**config.mk**
```make
export PLATFORM = sky130hd
export DESIGN_NAME = video_pattern_gen
export DESIGN_NICKNAME = d
export VERILOG_FILES = /design/src/rtl/video_pkg.sv /design/src/rtl/video_timing_core.sv /design/src/rtl/video_pattern_gen.sv
export SDC_FILE = /design/constraint.sdc
export NUM_CORES = 1
export LEC_CHECK = 0
export BUFFER_PORTS_ARGS = -buffer_cell sky130_fd_sc_hd__buf_2
export CELL_PAD_IN_SITES_DETAIL_PLACEMENT = 0
export CELL_PAD_IN_SITES_GLOBAL_PLACEMENT = 1
export CORE_MARGIN = 10
export CORE_UTILIZATION = 40
export DETAILED_ROUTE_END_ITERATION = 12
export GPL_ROUTABILITY_DRIVEN = 0
export GPL_TIMING_DRIVEN = 0
export HOLD_SLACK_MARGIN = 0.05
export PLACE_DENSITY_LB_ADDON = 0.1
export SYNTH_ARGS = -nofsm -noshare
export SYNTH_HDL_FRONTEND = slang
export SYNTH_SLANG_ARGS = --single-unit
```
**constraint.sdc**
```tcl
create_clock -name pixclk -period 3.75 [get_ports pixclk]
set_input_delay 0.75 -clock pixclk [delete_from_list [all_inputs] [get_ports pixclk]]
set_output_delay 0.75 -clock pixclk [all_outputs]
set_load 0.02 [all_outputs]
```
**src/rtl/video_pkg.sv**
```systemverilog
// Shared types and constants for the video pattern generator.
//   pat_mode_t   : runtime pattern select (solid, colour bars, checkerboard, grid)
//   COL_*        : 24-bit {R,G,B} constants for the eight colour bars
//   timing_total : sums active + porches + sync into a line/frame total
package video_pkg;

    localparam int unsigned CNT_W = 12;
    localparam int unsigned RGB_W = 24;

    typedef enum logic [1:0] {
        PAT_SOLID = 2'd0,
        PAT_BARS  = 2'd1,
        PAT_CHECK = 2'd2,
        PAT_GRID  = 2'd3
    } pat_mode_t;

    localparam logic [RGB_W-1:0] COL_WHITE   = 24'hFFFFFF;
    localparam logic [RGB_W-1:0] COL_YELLOW  = 24'hFFFF00;
    localparam logic [RGB_W-1:0] COL_CYAN    = 24'h00FFFF;
    localparam logic [RGB_W-1:0] COL_GREEN   = 24'h00FF00;
    localparam logic [RGB_W-1:0] COL_MAGENTA = 24'hFF00FF;
    localparam logic [RGB_W-1:0] COL_RED     = 24'hFF0000;
    localparam logic [RGB_W-1:0] COL_BLUE    = 24'h0000FF;
    localparam logic [RGB_W-1:0] COL_BLACK   = 24'h000000;

    function automatic int unsigned timing_total(input int unsigned active,
                                                 input int unsigned fp,
                                                 input int unsigned sync,
                                                 input int unsigned bp);
        return active + fp + sync + bp;
    endfunction

    // Bar colour by bar index, left to right.
    function automatic logic [RGB_W-1:0] bar_colour(input logic [2:0] idx);
        logic [RGB_W-1:0] c;
        case (idx)
            3'd0:    c = COL_WHITE;
            3'd1:    c = COL_YELLOW;
            3'd2:    c = COL_CYAN;
            3'd3:    c = COL_GREEN;
            3'd4:    c = COL_MAGENTA;
            3'd5:    c = COL_RED;
            3'd6:    c = COL_BLUE;
            default: c = COL_BLACK;
        endcase
        return c;
    endfunction

endpackage

```
**src/rtl/video_timing_core.sv**
```systemverilog
// Raster timing core: horizontal/vertical counters and combinational decodes.
//   pixclk, reset  : pixel clock, asynchronous active-high reset
//   hcnt, vcnt     : registered raster position
//   active_c       : position is inside the visible area
//   hsync_c/vsync_c: sync interval (asserted, polarity-free)
//   frame_start_c  : position is (0,0)
//   line_end_c     : last pixel of a line (hcnt about to wrap)
module video_timing_core
    import video_pkg::*;
#(
    parameter int unsigned H_ACTIVE = 640,
    parameter int unsigned H_FP     = 16,
    parameter int unsigned H_SYNC   = 96,
    parameter int unsigned H_BP     = 48,
    parameter int unsigned V_ACTIVE = 480,
    parameter int unsigned V_FP     = 10,
    parameter int unsigned V_SYNC   = 2,
    parameter int unsigned V_BP     = 33
) (
    input  logic             pixclk,
    input  logic             reset,
    output logic [CNT_W-1:0] hcnt,
    output logic [CNT_W-1:0] vcnt,
    output logic             active_c,
    output logic             hsync_c,
    output logic             vsync_c,
    output logic             frame_start_c,
    output logic             line_end_c
);

    localparam int unsigned H_TOTAL = timing_total(H_ACTIVE, H_FP, H_SYNC, H_BP);
    localparam int unsigned V_TOTAL = timing_total(V_ACTIVE, V_FP, V_SYNC, V_BP);

    // Counters are 12 bits; totals must fit.
    if (H_TOTAL >= 4096 || V_TOTAL >= 4096) begin : g_total_check
        $error("video_timing_core: H_TOTAL/V_TOTAL must be below 4096");
    end
    if (H_ACTIVE % 8 != 0) begin : g_active_check
        $error("video_timing_core: H_ACTIVE must be a multiple of 8");
    end

    logic frame_end_c;

    assign line_end_c    = (hcnt == CNT_W'(H_TOTAL - 1));
    assign frame_end_c   = line_end_c && (vcnt == CNT_W'(V_TOTAL - 1));
    assign active_c      = (hcnt < CNT_W'(H_ACTIVE)) && (vcnt < CNT_W'(V_ACTIVE));
    assign hsync_c       = (hcnt >= CNT_W'(H_ACTIVE + H_FP)) &&
                           (hcnt <  CNT_W'(H_ACTIVE + H_FP + H_SYNC));
    assign vsync_c       = (vcnt >= CNT_W'(V_ACTIVE + V_FP)) &&
                           (vcnt <  CNT_W'(V_ACTIVE + V_FP + V_SYNC));
    assign frame_start_c = (hcnt == '0) && (vcnt == '0);

    // Raster position; vcnt steps on each line wrap.
    always_ff @(posedge pixclk or posedge reset) begin
        if (reset) begin
            hcnt <= '0;
            vcnt <= '0;
        end else if (line_end_c) begin
            hcnt <= '0;
            vcnt <= frame_end_c ? '0 : vcnt + CNT_W'(1);
        end else begin
            hcnt <= hcnt + CNT_W'(1);
        end
    end

endmodule

```
**src/rtl/video_pattern_gen.sv**
```systemverilog
// Video test-pattern source feeding the three TMDS encoders.
//   pixclk, reset : pixel clock, asynchronous active-high reset
//   mode          : 0 solid, 1 colour bars, 2 checkerboard, 3 grid (frame-latched)
//   solid_rgb     : {R,G,B} for solid mode, sampled every pixel
//   VDE, CD       : video data enable, {vsync, hsync}
//   R/G/B_data    : registered pixel colour (zero outside active area)
//   x, y          : raster position aligned with the outputs
//   frame_start   : one-cycle pulse with pixel (0,0)
// Optional build macro PATTERN_SCROLL_EN: horizontal scroll of bars/checkerboard,
// advancing one pixel per frame.
module video_pattern_gen
    import video_pkg::*;
#(
    parameter int unsigned H_ACTIVE   = 640,
    parameter int unsigned H_FP       = 16,
    parameter int unsigned H_SYNC     = 96,
    parameter int unsigned H_BP       = 48,
    parameter int unsigned V_ACTIVE   = 480,
    parameter int unsigned V_FP       = 10,
    parameter int unsigned V_SYNC     = 2,
    parameter int unsigned V_BP       = 33,
    parameter logic        SYNC_POL   = 1'b0,
    parameter int unsigned CHECK_LOG2 = 5,
    parameter int unsigned GRID_LOG2  = 4
) (
    input  logic             pixclk,
    input  logic             reset,
    input  logic [1:0]       mode,
    input  logic [RGB_W-1:0] solid_rgb,
    output logic             VDE,
    output logic [1:0]       CD,
    output logic [7:0]       R_data,
    output logic [7:0]       G_data,
    output logic [7:0]       B_data,
    output logic [CNT_W-1:0] x,
    output logic [CNT_W-1:0] y,
    output logic             frame_start
);

    localparam int unsigned     BAR_W     = H_ACTIVE / 8;
    localparam logic [CNT_W-1:0] GRID_MASK = CNT_W'((1 << GRID_LOG2) - 1);

    logic [CNT_W-1:0] hcnt;
    logic [CNT_W-1:0] vcnt;
    logic             active_c;
    logic             hsync_c;
    logic             vsync_c;
    logic             frame_start_c;
    logic             line_end_c;

    video_timing_core #(
        .H_ACTIVE (H_ACTIVE),
        .H_FP     (H_FP),
        .H_SYNC   (H_SYNC),
        .H_BP     (H_BP),
        .V_ACTIVE (V_ACTIVE),
        .V_FP     (V_FP),
        .V_SYNC   (V_SYNC),
        .V_BP     (V_BP)
    ) u_timing (
        .pixclk        (pixclk),
        .reset         (reset),
        .hcnt          (hcnt),
        .vcnt          (vcnt),
        .active_c      (active_c),
        .hsync_c       (hsync_c),
        .vsync_c       (vsync_c),
        .frame_start_c (frame_start_c),
        .line_end_c    (line_end_c)
    );

    // Mode is taken live on pixel (0,0) and held for the rest of the frame.
    pat_mode_t mode_q;
    pat_mode_t mode_eff_c;

    assign mode_eff_c = frame_start_c ? pat_mode_t'(mode) : mode_q;

    always_ff @(posedge pixclk or posedge reset) begin
        if (reset) begin
            mode_q <= PAT_SOLID;
        end else if (frame_start_c) begin
            mode_q <= pat_mode_t'(mode);
        end
    end

    // Horizontal pattern coordinate and the values the bar counters restart from.
    logic [CNT_W-1:0] hx_c;
    logic [CNT_W-1:0] bar_load_pix_c;
    logic [2:0]       bar_load_idx_c;

`ifdef PATTERN_SCROLL_EN
    localparam int unsigned V_TOTAL = timing_total(V_ACTIVE, V_FP, V_SYNC, V_BP);

    logic [CNT_W-1:0] offset;
    logic [CNT_W-1:0] off_pix;
    logic [2:0]       off_bar;
    logic [CNT_W-1:0] offset_nx_c;
    logic [CNT_W-1:0] off_pix_nx_c;
    logic [2:0]       off_bar_nx_c;
    logic             frame_end_c;
    logic [CNT_W:0]   hx_sum_c;

    assign frame_end_c = line_end_c && (vcnt == CNT_W'(V_TOTAL - 1));

    // Offset steps on the last pixel of a frame so the whole next frame,
    // including pixel (0,0), sees one consistent offset. off_pix/off_bar
    // track offset as (offset mod BAR_W, offset / BAR_W) without a divider.
    always_comb begin
        offset_nx_c  = offset;
        off_pix_nx_c = off_pix;
        off_bar_nx_c = off_bar;
        if (frame_end_c) begin
            offset_nx_c = (offset == CNT_W'(H_ACTIVE - 1)) ? '0 : offset + CNT_W'(1);
            if (off_pix == CNT_W'(BAR_W - 1)) begin
                off_pix_nx_c = '0;
                off_bar_nx_c = off_bar + 3'd1;
            end else begin
                off_pix_nx_c = off_pix + CNT_W'(1);
            end
        end
    end

    always_ff @(posedge pixclk or posedge reset) begin
        if (reset) begin
            offset  <= '0;
            off_pix <= '0;
            off_bar <= '0;
        end else begin
            offset  <= offset_nx_c;
            off_pix <= off_pix_nx_c;
            off_bar <= off_bar_nx_c;
        end
    end

    // (hcnt + offset) mod H_ACTIVE; both operands are below H_ACTIVE in the active area.
    assign hx_sum_c       = {1'b0, hcnt} + {1'b0, offset};
    assign hx_c           = (hx_sum_c >= (CNT_W+1)'(H_ACTIVE)) ?
                            CNT_W'(hx_sum_c - (CNT_W+1)'(H_ACTIVE)) : hx_sum_c[CNT_W-1:0];
    assign bar_load_pix_c = off_pix_nx_c;
    assign bar_load_idx_c = off_bar_nx_c;
`else
    assign hx_c           = hcnt;
    assign bar_load_pix_c = '0;
    assign bar_load_idx_c = '0;
`endif

    // Bar position counters: pixel within bar and bar index, restarted each line.
    logic [CNT_W-1:0] bar_pix;
    logic [2:0]       bar_idx;

    always_ff @(posedge pixclk or posedge reset) begin
        if (reset) begin
            bar_pix <= '0;
            bar_idx <= '0;
        end else if (line_end_c) begin
            bar_pix <= bar_load_pix_c;
            bar_idx <= bar_load_idx_c;
        end else if (bar_pix == CNT_W'(BAR_W - 1)) begin
            bar_pix <= '0;
            bar_idx <= bar_idx + 3'd1;
        end else begin
            bar_pix <= bar_pix + CNT_W'(1);
        end
    end

    // Pattern colour for the current position.
    logic             check_c;
    logic             grid_c;
    logic [RGB_W-1:0] rgb_c;

    assign check_c = (((hx_c ^ vcnt) >> CHECK_LOG2) & CNT_W'(1)) != '0;
    assign grid_c  = ((hcnt & GRID_MASK) == '0) || ((vcnt & GRID_MASK) == '0) ||
                     (hcnt == CNT_W'(H_ACTIVE - 1));

    always_comb begin
        rgb_c = COL_BLACK;
        case (mode_eff_c)
            PAT_SOLID: rgb_c = solid_rgb;
            PAT_BARS:  rgb_c = bar_colour(bar_idx);
            PAT_CHECK: rgb_c = check_c ? COL_WHITE : COL_BLACK;
            PAT_GRID:  rgb_c = grid_c  ? COL_WHITE : COL_BLACK;
            default:   rgb_c = COL_BLACK;
        endcase
    end

    // Output stage: everything leaves one cycle after the counter state.
    always_ff @(posedge pixclk or posedge reset) begin
        if (reset) begin
            VDE                      <= 1'b0;
            CD                       <= {~SYNC_POL, ~SYNC_POL};
            {R_data, G_data, B_data} <= '0;
            x                        <= '0;
            y                        <= '0;
            frame_start              <= 1'b0;
        end else begin
            VDE                      <= active_c;
            CD                       <= {vsync_c ? SYNC_POL : ~SYNC_POL,
                                         hsync_c ? SYNC_POL : ~SYNC_POL};
            {R_data, G_data, B_data} <= active_c ? rgb_c : '0;
            x                        <= hcnt;
            y                        <= vcnt;
            frame_start              <= frame_start_c;
        end
    end

endmodule

```
== Word level (Yosys, flattened, before mapping) ==
Cells that the tools add are included.

* Register bits: 93
* Bits of input ports: 28
* Output and inout port bits: 52

* Add/subtract/negate cells: 4
* $lt $le $gt $ge: 6
* Equality and inequality tests: 13
* Mux-type cells: 14
* Bitwise operators: 1
* Reductions and logical operators: 14

{| class="wikitable"
|+ Operators with widths
! operator !! count
|-
| $pmux 24 s7 || 1
|-
| $pmux 24 s4 || 1
|-
| $mux 24 || 3
|-
| $logic_not 12->1 || 4
|-
| $mux 12 || 4
|-
| $add 12x1->12 const B || 3
|-
| $eq 12x10->1 const B || 3
|-
| $lt 12x10->1 const B || 2
|-
| $lt 12x9->1 const B || 2
|-
| $eq 12x7->1 const B || 1
|-
| $ge 12x10->1 const B || 1
|-
| $ge 12x9->1 const B || 1
|-
| $eq 3x3->1 const B || 3
|-
| $eq 3x2->1 const B || 2
|-
| $mux 3 || 2
|-
| $xor 6x6->6 || 1
|-
| $logic_and 1x1->1 || 5
|-
| $eq 2x2->1 const B || 2
|-
| $add 3x1->3 const B || 1
|-
| $eq 3x1->1 const B || 1
|-
| $logic_not 3->1 || 1
|-
| $eq 2x1->1 const B || 1
|-
| $logic_not 2->1 || 1
|-
| $logic_or 1x1->1 || 2
|-
| 3 further kinds || 4
|}

== Depth between registers and ports, before layout ==
* Depth after elaboration: 6
* Depth in mapped cells: 8

== Hierarchy ==
From an unflattened synthesis, not the netlist that was laid out.

* Cell total of the unflattened synthesis: 336
* Area, all modules: 3,876.2 um2

{| class="wikitable"
|+ By module, submodules not included
! module !! instances !! cells each !! area each (um2) !! seq. area each (um2)
|-
| video_pattern_gen || 1 || 205 || 2,593.7 || 1,729.2
|-
| video_timing_core || 1 || 131 || 1,282.5 || 600.6
|}

== Worst setup path after synthesis ==
OpenSTA, ideal clock, no wires.

* Path type: register -> register
* From: register u_timing.hcnt[6]
* To: register B_data[0]
* Data arrival time: 2,166 ps
* Path slack: 1,440 ps
* Cell stages (with the launch flop): 6
* Path buffers: 0
* Cell sequence: dfrtp_1 > or4_4 > or4_4 > nor2_8 > mux2i_2 > a211oi_1

* Cells in the longest elaborated chain, start to end: 6

{| class="wikitable"
|+ RTL lines
! what !! line !! text
|-
| start: declaration || video_timing_core.sv:22 || <nowiki>output logic [CNT_W-1:0] hcnt,</nowiki>
|-
| start signal: assignment || video_timing_core.sv:62 || <nowiki>hcnt <= hcnt + CNT_W'(1);</nowiki>
|-
| $logic_not 12->1 (*) || video_timing_core.sv:51 || <nowiki>assign frame_start_c = (hcnt == '0) && (vcnt == '0);</nowiki>
|-
| $logic_and 1x1->1 (*) || video_timing_core.sv:51 ||
|-
| named net frame_start_c || video_pattern_gen.sv:48 || <nowiki>logic frame_start_c;</nowiki>
|-
| $mux 2 (*) || n/a ||
|-
| $eq 2x2->1, or another cell as far along || video_pattern_gen.sv:177 || <nowiki>case (mode_eff_c)</nowiki>
|-
| $pmux 24 s4 (*) || video_pattern_gen.sv:177 ||
|-
| $mux 24 (*) || video_pattern_gen.sv:199 || <nowiki>{R_data, G_data, B_data} <= active_c ? rgb_c : '0;</nowiki>
|-
| end signal: assignment || video_pattern_gen.sv:199 ||
|-
| end: declaration || video_pattern_gen.sv:34 || <nowiki>output logic [7:0] B_data,</nowiki>
|}

The timed path passes the listed nets; every way through them passes the cells marked *.
A chain may end at the register's enable or synchronous reset.

== Worst setup path in the final report ==
* From: register u_timing.hcnt[5]
* To: register u_timing.vcnt[9]

* Cells in the longest elaborated chain, start to end: 3

{| class="wikitable"
|+ RTL lines
! what !! line !! text
|-
| $eq 12x10->1 (*) || video_timing_core.sv:44 || <nowiki>assign line_end_c = (hcnt == CNT_W'(H_TOTAL - 1));</nowiki>
|-
| $logic_and 1x1->1 || video_timing_core.sv:45 || <nowiki>assign frame_end_c = line_end_c && (vcnt == CNT_W'(V_TOTAL - 1));</nowiki>
|-
| $mux 12 || video_timing_core.sv:60 || <nowiki>vcnt <= frame_end_c ? '0 : vcnt + CNT_W'(1);</nowiki>
|-
| end signal: assignment || video_timing_core.sv:60 ||
|-
| end: declaration || video_timing_core.sv:23 || <nowiki>output logic [CNT_W-1:0] vcnt,</nowiki>
|}

Every way passes the cells marked *; elsewhere a longest branch is shown, timed or not.

==> reports/qor.yml <==
status: "complete, no violations"
holdCritStartpoint: "u_timing.vcnt[5]$_DFFE_PP0N_"
vias: 2747
nets: 478
layout_setup_ws_ps: 1010
nFillCells: 939
clk_path_buf_depth: 2
cap_violations: 0
synth_fa_ha_area_share_pct: 3.15
place_inst: 562
setup_viol: 0
irDropWorstVdd_mv: 0.210
fin_crit_ps: 2740
dieArea_mm2: 0.0143
hold_viol_final: 0
coreArea_mm2: 0.00973
synth-seq-cells: 93
yosysSeqAreaShare_pct: 58.7
critPathRequiredTime_ps: 3990
ios: 80
fin_hold_ws_ps: 381
place_area_mm2: 0.00456
grt_util_all_layers_pct: 12.7
drc: 0
r2r_end: "u_timing.vcnt[9]$_DFFE_PP0N_"
holdCritPathClass: "flip-flop to flip-flop"
synth_area_mm2: 0.00397
wl_um: 8690
syn_inst: 349
synth-compound-area-share_pct: 9.75
layout.cells.non_filler: 578
cp.arrival_ps: 2980
rsz0062_at_grt: "false"
yosysTopAreaCell: "dfrtp_1"
clk_latency_ps: 360
dieHeight_um: 120
drtIter0Drc: 70
antenna_cells: 0
drv_slew: 0
fmax_mhz: 365
cts_tree: "built"
async_flop_share_pct: 100
post-route-util_pct: 48.9
critical-path-top-delay-family: "simple AND/OR/NAND/NOR gates"
post_cts_buffers: 0
avgSynthCellArea_um2: 11.4
rr_startpoint: "u_timing.hcnt[5]$_DFF_PP0_"
critical_path.max_stage_delay_ps: 810
skew_ps: 8.85
cts_sinks: 93
critPathKind: "flip-flop to flip-flop"
path_clk_slew_ps: 90
dp_hpwl_um: 6320
fp.dieW_um: 120
report.power.total_mw: 1.78
ant_nets: 0
portBuffers: 79
yosys-top-cells-count: "dfrtp_1, inv_1, a211oi_1, nor2_1, nand2_1"
cts.htree.levels: 3
drive_gt1_share_pct: 25.8
cp-end-kind: "flip-flop"
synth_top_cell_area_share_pct: 57.4
synth_cell_types: 42
wl_per_cell_um: 15.0
grt_overflow_total: 0
period_share_pct: 73.0
slew_headroom_pct: 37.6
cp_cell_sequence: "clkbuf_1 > or4_4 > nor4_1 > nand3_1 > o211ai_1 > o31ai_1"
final_cell_area_mm2: 0.00476
rows: 36
preCtsSetupSlack_ps: 968
grt_start_max_net_pins: 48
worstMarginPinSlew_ps: 927
reg2reg_setup_slack_ps: 1010
yosysWarnings: 0
grt_first_pass_wirelength_um: 15000
initial_core_util_pct: 40.8
synthSimpleGateAreaFrac_pct: 15.6
synthFlopType: "dfrtp_1"
crit_buf_inv: 1
grt_antenna_before_repair: 0
leakagePower_nw: 2.24
synth_xor_area_share_pct: 5.74
tns_ps: 0
numCtsBuffers: 9
crit_fanout: 8
synth_edf_count: 0
powerDensity_mw_per_mm2: 374
drt-pass1-iter-count: 4
viasPerCell: 4.75
synth_top_family_by_area: "simple AND/OR/NAND/NOR gates"
r2r_cells: 6
grt_pass1_vias: 2947
cts_hold_buffers: 0
worst_hold_path.num_cells: 0
ys_top_cells_by_area: "dfrtp_1, a211oi_1, inv_1, xor2_1, ha_1"
syn_nets: 387
cp_slowest_cell: "nor4_1"
yosysMostFrequentCell: "dfrtp_1"
synth_mux_area_share_pct: 1.86
min_to: "y[5]$_DFF_PP0_"
cts_resized: 0
syn_to_final_growth_pct: 20.0
crit_path_start_kind: "flip-flop"
root_buffer: "clkbuf_8"
==> layer usage <==
metal  vias up  share of wire [%]  track usage (%)
met5         -                  0                0
met4         0                1.2             4.30
met3         8                5.1             3.94
met2        46                 49             20.7
met1      1314                 45             15.8
li1       1379                  -                -
==> cells in the final DEF (no fill, tap or decap), drive strengths merged, types with 3 or more instances in the layout <==
cell	netlist	layout
mux2i	4	4
clkbuf	7	18
and3	5	5
inv	37	37
or3	3	3
nor4	5	5
nand3	16	16
nand4	8	8
clkinvlp	0	4
nor2	28	28
or4	5	5
buf	4	84
dfrtp	91	91
nor3	10	10
ha	10	10
xor2	15	15
a21oi	5	5
o21ai	9	9
nor3b	5	5
xnor2	11	11
nand2b	4	4
a211oi	32	32
nand2	17	17
==> power by group <==
group	internal [mW]	total [mW]	leakage [nW]	switching (mW)
Sequential	1.01	1.02	1.14	0.00330
Clock	0.326	0.676	0.0878	0.350
Combinational	0.0321	0.0866	1.01	0.0545
Total	1.37	1.78	2.24	0.408
==> worst max path at each step <==
stage,from,end,cells after the start
after floorplan,reset,B_data[0]$_DFF_PP0_,1
after global placement,reset,u_timing.vcnt[8]$_DFFE_PP0N_,2
after detailed placement,u_timing.hcnt[5]$_DFF_PP0_,u_timing.vcnt[9]$_DFFE_PP0N_,6
after CTS,u_timing.hcnt[5]$_DFF_PP0_,u_timing.vcnt[9]$_DFFE_PP0N_,6
after global routing,u_timing.hcnt[5]$_DFF_PP0_,u_timing.vcnt[9]$_DFFE_PP0N_,6
final,u_timing.hcnt[5]$_DFF_PP0_,u_timing.vcnt[9]$_DFFE_PP0N_,6
==> worst register-to-register path, cell delays in order, from the launching register on <==
cell	delay, ps
dfrtp_1	380
clkbuf_1	200
or4_4	470
nor4_1	810
nand3_1	390
o211ai_1	270
o31ai_1	100
==> layout make-up <==
class / instances / area (um^2) / share of cell area, %
sequential: 93 / 2330 / 48.9
clock inverter: 5 / 60.1 / 1.26
buffer: 11 / 65.1 / 1.37
inverter: 37 / 141 / 2.97
multi-input combinational: 208 / 1430 / 30.1
tap: 133 / 166 / 3.50
clock buffer: 11 / 141 / 2.97
timing repair buffer: 80 / 423 / 8.89
==> state kept, by name, indices dropped and copies added (netlist names) <==
| register | cells |
|---|---|
| bar_pix | 12 |
| u_timing.hcnt | 12 |
| u_timing.vcnt | 12 |
| x | 12 |
| y | 12 |
| B_data | 8 |
| G_data | 8 |
| R_data | 8 |
| bar_idx | 3 |
| CD | 2 |
| mode_q | 2 |
| VDE | 1 |
| frame_start | 1 |
==> kinds of logic (layout without fill, tap and decap cells) <==
logic type | Yosys count | in the layout
xor+xnor | 26 | 26
mux | 6 | 6
compound gates | 52 | 52
simple gates | 114 | 114
flops | 93 | 93
fa+ha+maj | 10 | 10
buf+inv | 48 | 144
No activity file was read; power rests on OpenSTA's default activity.
